`config.mk`:
```
export PLATFORM = sky130hd
export DESIGN_NAME = conditional_logic
export DESIGN_NICKNAME = d
export VERILOG_FILES = /design/src/rtl/conditional_logic_pkg.sv /design/src/rtl/conditional_logic_cond_check.sv /design/src/rtl/conditional_logic.sv
export SDC_FILE = /design/constraint.sdc
export NUM_CORES = 1
export LEC_CHECK = 0
export BUFFER_PORTS_ARGS = -buffer_cell sky130_fd_sc_hd__buf_2
export CAP_MARGIN = 20
export CELL_PAD_IN_SITES_DETAIL_PLACEMENT = 2
export CELL_PAD_IN_SITES_GLOBAL_PLACEMENT = 2
export CORE_MARGIN = 4
export CORE_UTILIZATION = 20
export DETAILED_ROUTE_END_ITERATION = 8
export MAX_ROUTING_LAYER = met4
export PLACE_DENSITY_LB_ADDON = 0.2
export SLEW_MARGIN = 40
export SYNTH_ARGS = -nofsm -noshare
export SYNTH_HDL_FRONTEND = slang
export SYNTH_SLANG_ARGS = --single-unit
```
`constraint.sdc`:
```
create_clock -name clk -period 4.8 [get_ports clk]
set_clock_uncertainty 0.2 [all_clocks]
set_input_delay 1.2 -clock clk [delete_from_list [all_inputs] [get_ports clk]]
set_output_delay 1.2 -clock clk [all_outputs]
set_load 0.03 [all_outputs]
```
`src/rtl/conditional_logic_pkg.sv`:
```
// conditional_logic_pkg
//   Shared constants for the condition-evaluation stage of the control unit:
//   condition-code encodings, NZCV bit positions, instruction class codes and
//   a helper that evaluates a condition code against a flag set.
package conditional_logic_pkg;

  // Condition codes (3-bit Cond field)
  localparam logic [2:0] COND_AL = 3'b000;
  localparam logic [2:0] COND_EQ = 3'b001;
  localparam logic [2:0] COND_NE = 3'b010;
  localparam logic [2:0] COND_GT = 3'b011;
  localparam logic [2:0] COND_GE = 3'b100;
  localparam logic [2:0] COND_LT = 3'b101;
  localparam logic [2:0] COND_LE = 3'b110;
  localparam logic [2:0] COND_NV = 3'b111;

  // Bit positions inside the 4-bit {N,Z,C,V} flag word
  localparam int unsigned FLAG_N = 3;
  localparam int unsigned FLAG_Z = 2;
  localparam int unsigned FLAG_C = 1;
  localparam int unsigned FLAG_V = 0;

  // Instruction classes carried on op (informational only)
  localparam logic [1:0] OP_DP  = 2'b00;
  localparam logic [1:0] OP_MEM = 2'b01;
  localparam logic [1:0] OP_BR  = 2'b11;

  // Returns 1 when an instruction with condition code cond executes under
  // the given flag word.
  function automatic logic cond_eval(input logic [2:0] cond,
                                     input logic [3:0] flags);
    logic n, z, v;
    n = flags[FLAG_N];
    z = flags[FLAG_Z];
    v = flags[FLAG_V];
    case (cond)
      COND_AL: cond_eval = 1'b1;
      COND_EQ: cond_eval = z;
      COND_NE: cond_eval = ~z;
      COND_GT: cond_eval = ~z & (n == v);
      COND_GE: cond_eval = (n == v);
      COND_LT: cond_eval = (n != v);
      COND_LE: cond_eval = z | (n != v);
      COND_NV: cond_eval = 1'b0;
      default: cond_eval = 1'b0;
    endcase
  endfunction

endpackage

```
`src/rtl/conditional_logic_cond_check.sv`:
```
// cond_check
//   Purely combinational condition evaluator.
//   Ports:
//     cond    in  3  condition code of the executing instruction
//     flags   in  4  stored {N,Z,C,V}
//     cond_ex out 1  1 when the instruction is allowed to execute
module cond_check
  import conditional_logic_pkg::*;
(
  input  logic [2:0] cond,
  input  logic [3:0] flags,
  output logic       cond_ex
);

  // C is not consulted by any of the supported condition codes.
  logic unused_carry;
  assign unused_carry = flags[FLAG_C];

  always_comb begin
    cond_ex = 1'b0;
    cond_ex = cond_eval(cond, flags);
  end

endmodule

```
`src/rtl/conditional_logic.sv`:
```
// conditional_logic
//   Condition-evaluation and write-gating stage between the main decoder and
//   the datapath. Holds the NZCV flag register, evaluates the condition code
//   against the stored flags, and suppresses PC/register/memory writes (and
//   the instruction's own flag update) when the condition fails.
//   Ports:
//     clk       in  1  rising-edge clock
//     reset     in  1  synchronous active-high, clears flags
//     op        in  2  instruction class, informational only
//     Cond      in  3  condition code
//     ALUFlags  in  4  {N,Z,C,V} from the ALU
//     FlagW     in  2  [1] write N,Z  [0] write C,V
//     PCS       in  1  instruction writes PC
//     RegW      in  1  instruction writes register file
//     MemW      in  1  instruction writes memory
//     NoWrite   in  1  suppress register write (compare ops)
//     PCSrc     out 1  gated PC-write select
//     RegWrite  out 1  gated register write enable
//     MemWrite  out 1  gated memory write enable
module conditional_logic
  import conditional_logic_pkg::*;
(
  input  logic       clk,
  input  logic       reset,
  input  logic [1:0] op,
  input  logic [2:0] Cond,
  input  logic [3:0] ALUFlags,
  input  logic [1:0] FlagW,
  input  logic       PCS,
  input  logic       RegW,
  input  logic       MemW,
  input  logic       NoWrite,
  output logic       PCSrc,
  output logic       RegWrite,
  output logic       MemWrite
);

  logic [3:0] flags;
  logic       cond_ex;
  logic [1:0] flag_wr;

  // op is carried for visibility only; it never reaches the outputs.
  logic unused_op;
  assign unused_op = ^op;

  // Conditions are evaluated on the registered flags, never on ALUFlags,
  // so a following instruction sees new flags only after the clock edge.
  cond_check u_cond_check (
    .cond    (Cond),
    .flags   (flags),
    .cond_ex (cond_ex)
  );

  // A failing condition also blocks the instruction's own flag update.
  assign flag_wr = FlagW & {2{cond_ex}};

  always_ff @(posedge clk) begin
    if (reset) begin
      flags <= '0;
    end else begin
      if (flag_wr[1]) begin
        flags[FLAG_N] <= ALUFlags[FLAG_N];
        flags[FLAG_Z] <= ALUFlags[FLAG_Z];
      end
      if (flag_wr[0]) begin
        flags[FLAG_C] <= ALUFlags[FLAG_C];
        flags[FLAG_V] <= ALUFlags[FLAG_V];
      end
    end
  end

  always_comb begin
    PCSrc    = PCS & cond_ex;
    RegWrite = RegW & cond_ex & ~NoWrite;
    MemWrite = MemW & cond_ex;
  end

endmodule

```
==> key figures <==
Final layout
  • Register Area: 60.06 µm²
  • Layout Nets: 72
  • Fin area: 420.4 µm²
  • Number of diodes: 0
  • Max FFs per register: 3
  • Fillers: 176
  • Leading registers by flop count: flags: 3 flops
  • Top reg by flops: flags
  • Share of layout cells above drive strength 1: 42.59%
  • Non-Filler Instances: 69
  • Layout area overhead: 42.37%
  • Multi-input gate area: 231.5 µm²

Synth
  • Post-synth EDFFs: 0
  • Ys async rst share: 0%
  • Cell taking the most area after synthesis: dfxtp_1
  • Synth cell count leaders: mux2i_1, nand2b_1, dfxtp_1, nand2_1, o211ai_1
  • Predominant post-synthesis flop cell: dfxtp_1
  • Sequential cell area fraction in the yosys report: 20.34%
  • Mapped Cells: 34
  • Mean area per synthesized cell: 8.685 µm²
  • Synth Net Count: 51
  • Post-synth top area share: 20.34%
  • #FFs+latches synth: 3
  • Top post-synthesis cells by area: dfxtp_1, mux2i_1, nand2b_1
  • Syn Std Cell Area: 295.3 µm²
  • Yosys cell types: 18
  • Synth Warn #: 0

Clock network
  • Root buf cell: clkbuf_4
  • Setup bufs post-CTS: 0
  • TritonCTS clock tree: done
  • CTS Hold Bufs: 0
  • Post-cts sizing count: 0
  • Clock-pin slew on the worst setup and hold paths: 0.03 ns
  • # clock sinks: 3
  • Clk Latency, worst-skew pair: 0.23 ns
  • Clk buf depth: 2
  • Cts bufs inserted: 3
  • H-Tree Depth: 1

Power
  • Clock share of power: 37.0%
  • Pwr dens: 280.7 mW/mm²
  • Sw Share: 33.21%
  • VDD IR max: 0.0001144 V
  • Part of the power in registers: 25.6%
  • NetSw: 39.19 µW
  • Leak pwr: 0.1921 nW
  • Comb pwr share: 37.3%
  • Pint: 78.80 µW

Detailed routing
  • Avg Vias per Cell: 4.899
  • Initial DRC count: 2
  • ANT nets after route: 0
  • Vias: 338
  • Initial DRT Pass Iterations: 2
  • DRC: 0
  • Final Routed Wirelength: 964 µm
  • Post-DR wirelength/cell: 13.97 µm

Worst setup path
  • Crit-path max FO: 4
  • CP endpoint kind: primary output
  • CP max stage delay: 0.31 ns
  • Critical path startpoint category: primary input
  • Worst EP required: 3.40 ns
  • CP max-delay cell: nor3b_1
  • Most common cell type on the critical path: buf_2
  • CP Class: primary input to primary output
  • Worst EP arrival: 2.30 ns
  • CP Cell Sequence: buf_2 -> nor3b_1 -> o21ai_0 -> o211ai_2 -> and3b_1 -> buf_2

GRT
  • Largest net degree at the start of global routing: 7
  • First-pass GRT wire length: 1669 µm
  • Total GRT Usage: 11.76%
  • Total congestion overflow: 0
  • Vias in the first global route: 394
  • Initial antenna violation count: 0

Place
  • Final HPWL DP: 879.8 µm
  • PortBufs: 16
  • RD Place Congestion: 0.6057
  • DP Area: 394.1 µm²
  • Placed insts: 65

Timing
  • Final Cycle Share: 77.08%
  • Max Slew Vio Count: 0
  • Worst-Margin Slew: 0.3293 ns
  • Fmax: 270.3 MHz
  • Setup TNS: 0 ns
  • Setup violations, final: 0
  • Final Hold Fails: 0
  • Min Clock Period, post-route: 3.700 ns
  • Slew HR: 78.00%
  • Unrepaired setup endpoints after global routing: no

Floorplanning
  • Initial core utilization: 21.87%
  • DIE HEIGHT: 46.43 µm
  • Cell row count: 13
  • IO Pins: 20
  • Die footprint: 0.002155 mm²
  • Core area: 0.001350 mm²
  • Die width: 46.43 µm

Hold path
  • Hold Crit Class: flip-flop to flip-flop

Run status
  • Status: finished clean

Job
  • Max Cap Viol: 0
## per-layer routing
metal | global-route usage, % | share of wire (%) | vias to the layer above
li1 | - | - | 160
met1 | 9.840 | 30 | 161
met2 | 23.08 | 61 | 15
met3 | 1.172 | 8.0 | 2
met4 | 8.523 | 1.5 | 0
met5 | - | 0 | -
## area by class of cell
cell class | instances | area share, %
inverter | 1 | 0.8929
timing repair buffer | 16 | 19.05
multi-input combinational | 30 | 55.06
clock buffer | 4 | 6.250
tap | 15 | 4.464
sequential | 3 | 14.29
## power by group through the flow
stage	registers [mW]	clock network [mW]	logic, mW
after floorplan	0.0299	0	0.0301
after global placement	0.0303	0	0.0420
after detailed placement	0.0308	0	0.0451
after CTS	0.0304	0.0464	0.0453
after global routing	0.0308	0.0471	0.0484
final	0.0302	0.0437	0.0441
## metrics by stage
step	hold slack (ns)	worst slack [ns]	utilization, %	total power, mW
CTS	0.3581	1.081	31.14	0.1221
global route	0.3825	1.035	31.14	0.1263
detailed placement	0.3429	1.079	29.19	0.07594
floorplan	0.2824	1.373	-	0.06005
global placement	0.3082	1.167	29.19	0.07222
finish	0.3441	1.100	31.14	0.1180
## final timing paths
check                                            from               endpoint  slack [ns]  depth (start not counted)
worst max-delay path                          Cond[2]               RegWrite        1.10                          6
worst min register to register  flags[2]$_SDFFE_PP0P_  flags[2]$_SDFFE_PP0P_        0.34                          2
worst min-delay path            flags[2]$_SDFFE_PP0P_  flags[2]$_SDFFE_PP0P_        0.34                          2
worst max register to register  flags[0]$_SDFFE_PP0P_  flags[3]$_SDFFE_PP0P_        3.21                          4
## cell usage in the layout, fill, tap and decap left out
cell | synthesis | final
buf_2 | 0 | 16
mux2i_1 | 4 | 4
nand2b_1 | 4 | 4
nand2_1 | 3 | 3
o211ai_1 | 3 | 3
clkbuf_4 | 0 | 3
dfxtp_1 | 3 | 3
o211ai_2 | 2 | 2
and2_1 | 2 | 2
or2b_1 | 2 | 2
nand3_1 | 2 | 2
inv_1 | 1 | 1
xor2_1 | 1 | 1
nor2b_1 | 1 | 1
xnor2_2 | 1 | 1
mux2i_2 | 1 | 1
nor2_1 | 1 | 1
nor3b_1 | 1 | 1
o21ai_0 | 1 | 1
and3b_1 | 1 | 1
clkbuf_1 | 0 | 1
## critical path, delay by kind of cell
kind | cells | cell delay (ns)
AO/OA/AOI/OAI | 2 | 0.29
buffers and inverters | 2 | 0.32
AND/OR/NAND/NOR | 2 | 0.48
## kinds of logic (layout without fill, tap and decap cells)
group / after synthesis / in the layout / share of synthesized area (%)
buffers and inverters: 1 / 21 / 1.270
muxes: 5 / 5 / 18.22
AOI/OAI and AO/OA: 6 / 6 / 17.79
and+or+nand+nor: 17 / 17 / 33.90
xor gates and xnor gates: 2 / 2 / 8.477
DFF: 3 / 3 / 20.34
Power figures use the tool's default switching activity.
